<file path="src/rtl/coin_pkg.sv">
// Shared types and default parameters for the coin acceptor front end.
package coin_pkg;

  typedef enum logic {
    COIN_5  = 1'b0,
    COIN_10 = 1'b1
  } coin_t;

  typedef logic [1:0] out_state_t;
  localparam out_state_t IDLE  = 2'd0;
  localparam out_state_t PULSE = 2'd1;
  localparam out_state_t GAP   = 2'd2;

  localparam int DEF_DEBOUNCE_CYCLES = 4;
  localparam int DEF_JAM_CYCLES      = 64;
  localparam int DEF_GAP_CYCLES      = 2;
  localparam int DEF_FIFO_DEPTH      = 4;

endpackage

</file>
<file path="src/rtl/coin_debounce.sv">
// One coin chute: synchroniser, debounce, rising-edge event and sticky jam detection.
module coin_debounce
  import coin_pkg::*;
#(
  parameter int DEBOUNCE_CYCLES = DEF_DEBOUNCE_CYCLES,
  parameter int JAM_CYCLES      = DEF_JAM_CYCLES
) (
  input  logic clk,
  input  logic reset,
  input  logic sense_raw,
  output logic evt,
  output logic jam
);

  localparam int DB_W  = $clog2(DEBOUNCE_CYCLES) + 1;
  localparam int JAM_W = $clog2(JAM_CYCLES) + 1;

  logic             sync1_q, sync2_q;
  logic             level_q, level_d;
  logic             level_dly_q;
  logic             evt_q, evt_d;
  logic             jam_q, jam_d;
  logic [DB_W-1:0]  db_cnt_q, db_cnt_d;
  logic [JAM_W-1:0] jam_cnt_q, jam_cnt_d;

  always_comb begin
    level_d  = level_q;
    db_cnt_d = '0;
    if (sync2_q != level_q) begin
      if (db_cnt_q == DB_W'(DEBOUNCE_CYCLES - 1)) level_d = sync2_q;
      else db_cnt_d = db_cnt_q + DB_W'(1);
    end

    jam_cnt_d = '0;
    if (level_q) begin
      jam_cnt_d = jam_cnt_q;
      if (jam_cnt_q != JAM_W'(JAM_CYCLES)) jam_cnt_d = jam_cnt_q + JAM_W'(1);
    end
    jam_d = jam_q | (jam_cnt_q == JAM_W'(JAM_CYCLES));

    // A jammed chute drops its events silently; the coin that caused the jam was already sent
    evt_d = level_q & ~level_dly_q & ~jam_q;
  end

  always_ff @(posedge clk or posedge reset) begin
    if (reset) begin
      sync1_q     <= 1'b0;
      sync2_q     <= 1'b0;
      level_q     <= 1'b0;
      level_dly_q <= 1'b0;
      db_cnt_q    <= '0;
      jam_cnt_q   <= '0;
      jam_q       <= 1'b0;
      evt_q       <= 1'b0;
    end else begin
      sync1_q     <= sense_raw;
      sync2_q     <= sync1_q;
      level_q     <= level_d;
      level_dly_q <= level_q;
      db_cnt_q    <= db_cnt_d;
      jam_cnt_q   <= jam_cnt_d;
      jam_q       <= jam_d;
      evt_q       <= evt_d;
    end
  end

  assign evt = evt_q;
  assign jam = jam_q;

endmodule

</file>
<file path="src/rtl/coin_acceptor.sv">
// Coin sensor front end: arbitrates chute events into a small FIFO and paces
// clean single-cycle coin pulses for the downstream vending FSM.
module coin_acceptor
  import coin_pkg::*;
#(
  parameter int DEBOUNCE_CYCLES = DEF_DEBOUNCE_CYCLES,
  parameter int JAM_CYCLES      = DEF_JAM_CYCLES,
  parameter int GAP_CYCLES      = DEF_GAP_CYCLES,
  parameter int FIFO_DEPTH      = DEF_FIFO_DEPTH
) (
  input  logic clk,
  input  logic reset,
  input  logic sense_5_raw,
  input  logic sense_10_raw,
  output logic coin_5,
  output logic coin_10,
  output logic coin_reject,
  output logic coin_pending,
  output logic jam_5,
  output logic jam_10
);

  localparam int PTR_W = (FIFO_DEPTH > 1) ? $clog2(FIFO_DEPTH) : 1;
  localparam int CNT_W = $clog2(FIFO_DEPTH) + 1;
  localparam int GAP_W = $clog2(GAP_CYCLES) + 1;

  logic evt_5, evt_10;

  coin_debounce #(.DEBOUNCE_CYCLES(DEBOUNCE_CYCLES), .JAM_CYCLES(JAM_CYCLES)) u_db_5 (
    .clk(clk), .reset(reset), .sense_raw(sense_5_raw), .evt(evt_5), .jam(jam_5)
  );

  coin_debounce #(.DEBOUNCE_CYCLES(DEBOUNCE_CYCLES), .JAM_CYCLES(JAM_CYCLES)) u_db_10 (
    .clk(clk), .reset(reset), .sense_raw(sense_10_raw), .evt(evt_10), .jam(jam_10)
  );

  coin_t            fifo_mem_q [FIFO_DEPTH];
  logic [PTR_W-1:0] wr_ptr_q, wr_ptr_d, rd_ptr_q, rd_ptr_d;
  logic [CNT_W-1:0] count_q, count_d;
  out_state_t       state_q, state_d;
  logic [GAP_W-1:0] gap_cnt_q, gap_cnt_d;
  logic             coin_5_q, coin_5_d, coin_10_q, coin_10_d;
  logic             reject_q, reject_d, pending_q, pending_d;
  logic             pop, push, single, full;
  coin_t            push_type;

  always_comb begin
    state_d   = state_q;
    gap_cnt_d = gap_cnt_q;
    coin_5_d  = 1'b0;
    coin_10_d = 1'b0;
    pop       = 1'b0;
    case (state_q)
      IDLE: begin
        if (count_q != '0) begin
          pop       = 1'b1;
          state_d   = PULSE;
          coin_5_d  = (fifo_mem_q[rd_ptr_q] == COIN_5);
          coin_10_d = (fifo_mem_q[rd_ptr_q] == COIN_10);
        end
      end
      PULSE: begin
        state_d   = GAP;
        gap_cnt_d = GAP_W'(GAP_CYCLES);
      end
      GAP: begin
        // The IDLE pop cycle is the last idle cycle, so leave GAP one count early
        gap_cnt_d = gap_cnt_q - GAP_W'(1);
        if (gap_cnt_d <= GAP_W'(1)) state_d = IDLE;
      end
      default: state_d = IDLE;
    endcase

    single    = evt_5 ^ evt_10;
    full      = (count_q == CNT_W'(FIFO_DEPTH));
    push      = single & (~full | pop);
    push_type = evt_10 ? COIN_10 : COIN_5;
    reject_d  = (evt_5 & evt_10) | (single & full & ~pop);

    wr_ptr_d = push ? wr_ptr_q + PTR_W'(1) : wr_ptr_q;
    rd_ptr_d = pop ? rd_ptr_q + PTR_W'(1) : rd_ptr_q;
    count_d  = count_q;
    if (push && !pop) count_d = count_q + CNT_W'(1);
    else if (pop && !push) count_d = count_q - CNT_W'(1);
    pending_d = (count_d != '0);
  end

  always_ff @(posedge clk) begin
    if (push) fifo_mem_q[wr_ptr_q] <= push_type;
  end

  always_ff @(posedge clk or posedge reset) begin
    if (reset) begin
      wr_ptr_q  <= '0;
      rd_ptr_q  <= '0;
      count_q   <= '0;
      state_q   <= IDLE;
      gap_cnt_q <= '0;
      coin_5_q  <= 1'b0;
      coin_10_q <= 1'b0;
      reject_q  <= 1'b0;
      pending_q <= 1'b0;
    end else begin
      wr_ptr_q  <= wr_ptr_d;
      rd_ptr_q  <= rd_ptr_d;
      count_q   <= count_d;
      state_q   <= state_d;
      gap_cnt_q <= gap_cnt_d;
      coin_5_q  <= coin_5_d;
      coin_10_q <= coin_10_d;
      reject_q  <= reject_d;
      pending_q <= pending_d;
    end
  end

  assign coin_5       = coin_5_q;
  assign coin_10      = coin_10_q;
  assign coin_reject  = reject_q;
  assign coin_pending = pending_q;

endmodule

</file>
<file path="config.mk">
export PLATFORM = sky130hd
export DESIGN_NAME = coin_acceptor
export DESIGN_NICKNAME = d
export VERILOG_FILES = /design/src/rtl/coin_pkg.sv /design/src/rtl/coin_debounce.sv /design/src/rtl/coin_acceptor.sv
export SDC_FILE = /design/constraint.sdc
export NUM_CORES = 1
export LEC_CHECK = 0
export ABC_CLOCK_PERIOD_IN_PS = 3610
export BUFFER_PORTS_ARGS = -buffer_cell sky130_fd_sc_hd__buf_2
export CORE_MARGIN = 8
export CORE_UTILIZATION = 38
export DETAILED_ROUTE_END_ITERATION = 10
export SYNTH_ARGS = -nofsm -noshare
export SYNTH_HDL_FRONTEND = slang
export SYNTH_SLANG_ARGS = --single-unit
</file>
<file path="constraint.sdc">
create_clock -name clk -period 3.61 [get_ports clk]
set_input_delay 0 -clock clk [delete_from_list [all_inputs] [get_ports clk]]
set_output_delay 0 -clock clk [all_outputs]
set_load 0.02 [all_outputs]
</file>
==> qor.csv <==
stage;metric;value;unit
status;status;completed;
worst_setup_path;Top delay family on crit path;adder cells;
worst_setup_path;CP max FO;15;
layout;# fillers;579;
layout;non-filler instance count after layout;289;
cts;cts hold-fix bufs;3;
logic_synthesis;Synth Cell Area;2380;um^2
worst_setup_path;worst path arrival time;2.48;ns
die;core area;6200;um^2
worst_setup_path;r2r worst-path depth;5;
layout;layout overhead on the synthesized area;10.1;%
sta;final worst slack;1.32;ns
layout;Finished Cell Area;2620;um^2
hold_path;worst hold path type;primary input to register;
layout;fraction of layout cells with a size suffix above 1;11.8;%
sta;setup_tns;0;ns
die;die area;9060;um^2
cts;Clock transition at path regs;0.09;ns
worst_setup_path;Startpoint Class;register;
worst_setup_path;crit path cell chain;ha_1 > mux2i_1 > o32ai_1 > a211o_2 > or4b_1;
global_routing;first-pass GRT wire length;5.79;mm
power_and_ir_drop;power density over cell area;795;nW/um^2
power_and_ir_drop;LEAKAGE;1.21;nW
placed_design;port buffer count;9;
detailed_routing;final wirelength;3.29;mm
hold_path;cell depth of the worst hold path;2;
worst_setup_path;FF-to-FF End;coin_pending;
global_routing;largest net degree at the start of global routing;48;
sta;post-layout min period;2.29;ns
layout;Ant. Diodes;0;
die;Die Width;95.2;um
cts;Clock Path Buffers;2;
worst_setup_path;required time of the worst setup path;3.79;ns
detailed_routing;drt initial violations;27;
global_routing;vias in the first global route;1333;
worst_setup_path;Reg2Reg Launch Point;u_db_10.evt;
sta;RSZ-0062 raised after global routing;no;
power_and_ir_drop;Max VDD drop;330;uV
detailed_routing;drt wl/cell;11.4;um
placed_design;dpl ws;1.31;ns
hold_path;Endpoint, Worst Hold;u_db_10.sync1_q;
layout;commonest cells after routing, fill and taps aside;47 x dfrtp_1, 18 x xnor2_1, 18 x ha_1;
layout;Register Area;1300;um^2
global_routing;gr usage total;8.07;%
sta;Worst-Margin Slew;0.967;ns
detailed_routing;drt via density;4.69;
cts;CTS Buf Count;5;
detailed_routing;drt drc;0;
global_routing;grt met3 use;2.83;%
placed_design;dpl cells;278;
global_routing;grt met1 use;9.48;%
logic_synthesis;Synth cell types;40;
layout;area of the multi-input gates;1000;um^2
worst_setup_path;CP Capture Type;register;
global_routing;global routing usage on met2;13.1;%
die;Initial Util;38.4;%
cts;Clock Root Buffer;clkbuf_8;
die;die height;95.2;um
cts;Post-CTS Resized;0;
placed_design;placed cell areas;2490;um^2
sta;Max Slew Vio Count;0;
detailed_routing;DRT Pass-1 Iters;2;
detailed_routing;antenna viol nets, final;0;
logic_synthesis;synthesis-stage register bit count;51;
detailed_routing;vias;1355;
cts;clock sinks;51;
global_routing;grt peak-use layer;met2;
worst_setup_path;critical path class;register to register;
cts;worst skew pair latency;0.30;ns
logic_synthesis;Post-synth ARST share;92.2;%
hold_path;Min-Delay Startpoint;sense_10_raw;
logic_synthesis;Synth Flop Type;dfrtp_1;
worst_setup_path;slowest CP cell;ha_1;
layout;Nets;233;
cts;post-CTS setup buffers;0;
sta;relative slew slack;35.4;%
logic_synthesis;number of flops mapped to enable cells by yosys;4;
global_routing;initial antenna violation count;0;
placed_design;HPWL Detailed;2.25;mm
flow_run;total of max-cap violations;0;
sta;Peak Freq;436;MHz
logic_synthesis;warning count from the yosys run;0;
logic_synthesis;sequential element share of the synthesized area;54.4;%
global_routing;GRT Residual Overflow;0;
worst_setup_path;Largest stage delay, worst path;0.58;ns
worst_setup_path;Buf/Inv on CP;0;
logic_synthesis;Synthesized Nets;220;
sta;final hold violation count;0;
worst_setup_path;Worst R2R Setup Slack;1.32;ns
cts;CTS tree;done;
die;Boundary Pins;10;
cts;H-tree levels;2;
logic_synthesis;Cells after Synth;198;
logic_synthesis;Mean Syn Cell Area;12.0;um^2
layout;most common cell after layout, fill and taps aside;dfrtp_1;
sta;number of setup violations in the final report;0;
die;Site Rows;29;
placed_design;global placement routability congestion;0.735;
sta;Final period util;63.5;%
sta;Layout Skew;0.0115;ns
## registers in the layout (all words and copies together), names as in the netlist, 2 cells and up
name,count
u_db_5.db_cnt_q,3
u_db_10.db_cnt_q,3
count_q,3
gap_cnt_q,2
u_db_10.jam_cnt_q,7
wr_ptr_q,2
rd_ptr_q,2
u_db_5.jam_cnt_q,7
fifo_mem_q,4
state_q,2
## worst register-to-register path, cell delays in order, from the launching register on
cell     delay (ns)
dfrtp_1        0.42
ha_1           0.58
mux2i_1        0.26
o32ai_1        0.09
a211o_2        0.33
or4b_1         0.51
## stage by stage
stage	util [%]	hold WS [ns]	total power, mW
6_report	42.3	0.336	2.09
3_5_place_dp	40.1	0.109	1.72
2_1_floorplan	-	0.0314	1.60
3_3_place_gp	40.1	0.110	1.69
5_1_grt	42.3	0.329	2.26
4_1_cts	42.3	0.326	2.11
## where the power goes
| part | internal, mW | switching (mW) |
|---|---|---|
| sequential | 0.760 | 0.134 |
| clock | 0.203 | 0.184 |
| combinational | 0.389 | 0.415 |
| total | 1.35 | 0.733 |
## Yosys cell counts, types with 2 or more instances
cell	number	area, um^2
ha_1	18	225
nor2_1	6	22.5
nor3_1	2	10.0
nor2b_1	7	43.8
inv_1	12	45.0
nand3_1	9	45.0
nand2b_1	4	25.0
and2_1	12	75.1
mux2_2	2	22.5
xnor2_1	18	158
o21ai_0	6	30.0
nor3b_1	5	37.5
nor4_1	2	12.5
mux2i_1	5	50.1
dfrtp_1	47	1180
buf_4	2	15.0
and3_1	2	12.5
nand2_1	10	37.5
edfxtp_1	4	120
nand3b_1	3	22.5
clkbuf_1	2	7.51
a21boi_0	2	15.0
## layout make-up
cell class | count | area share [%]
timing repair buffer | 12 | 2.86
multi-input combinational | 129 | 38.2
clock buffer | 5 | 2.62
inverter | 12 | 1.72
tap | 77 | 3.67
sequential | 51 | 49.4
clock inverter | 3 | 1.48
## logic make-up (layout without fill, tap and decap cells)
group	after synthesis	after routing	synth area share [%]
xor+xnor	18	18	6.61
simple gates	66	66	16.0
compound gates	19	19	6.09
fa+ha+maj	18	18	9.45
mux	8	8	3.99
buf+inv	18	32	3.52
flops	51	51	54.4
## routing by layer
layer | up-vias | wire [um]
li1 | 690 | -
met1 | 650 | 1630
met2 | 11 | 1510
met3 | 4 | 111
met4 | 0 | 40
met5 | - | 0
## worst max-delay path by stage
stage | start | endpoint | slack [ns] | cells past startpoint
floorplan | u_db_10.evt | coin_pending | 1.60 | 7
global placement | u_db_10.evt | coin_pending | 1.39 | 5
detailed placement | u_db_10.evt | coin_pending | 1.31 | 5
CTS | u_db_10.evt | coin_pending | 1.30 | 5
global route | u_db_10.evt | coin_pending | 1.22 | 5
finish | u_db_10.evt | coin_pending | 1.32 | 5
Power figures use the tool's default switching activity.
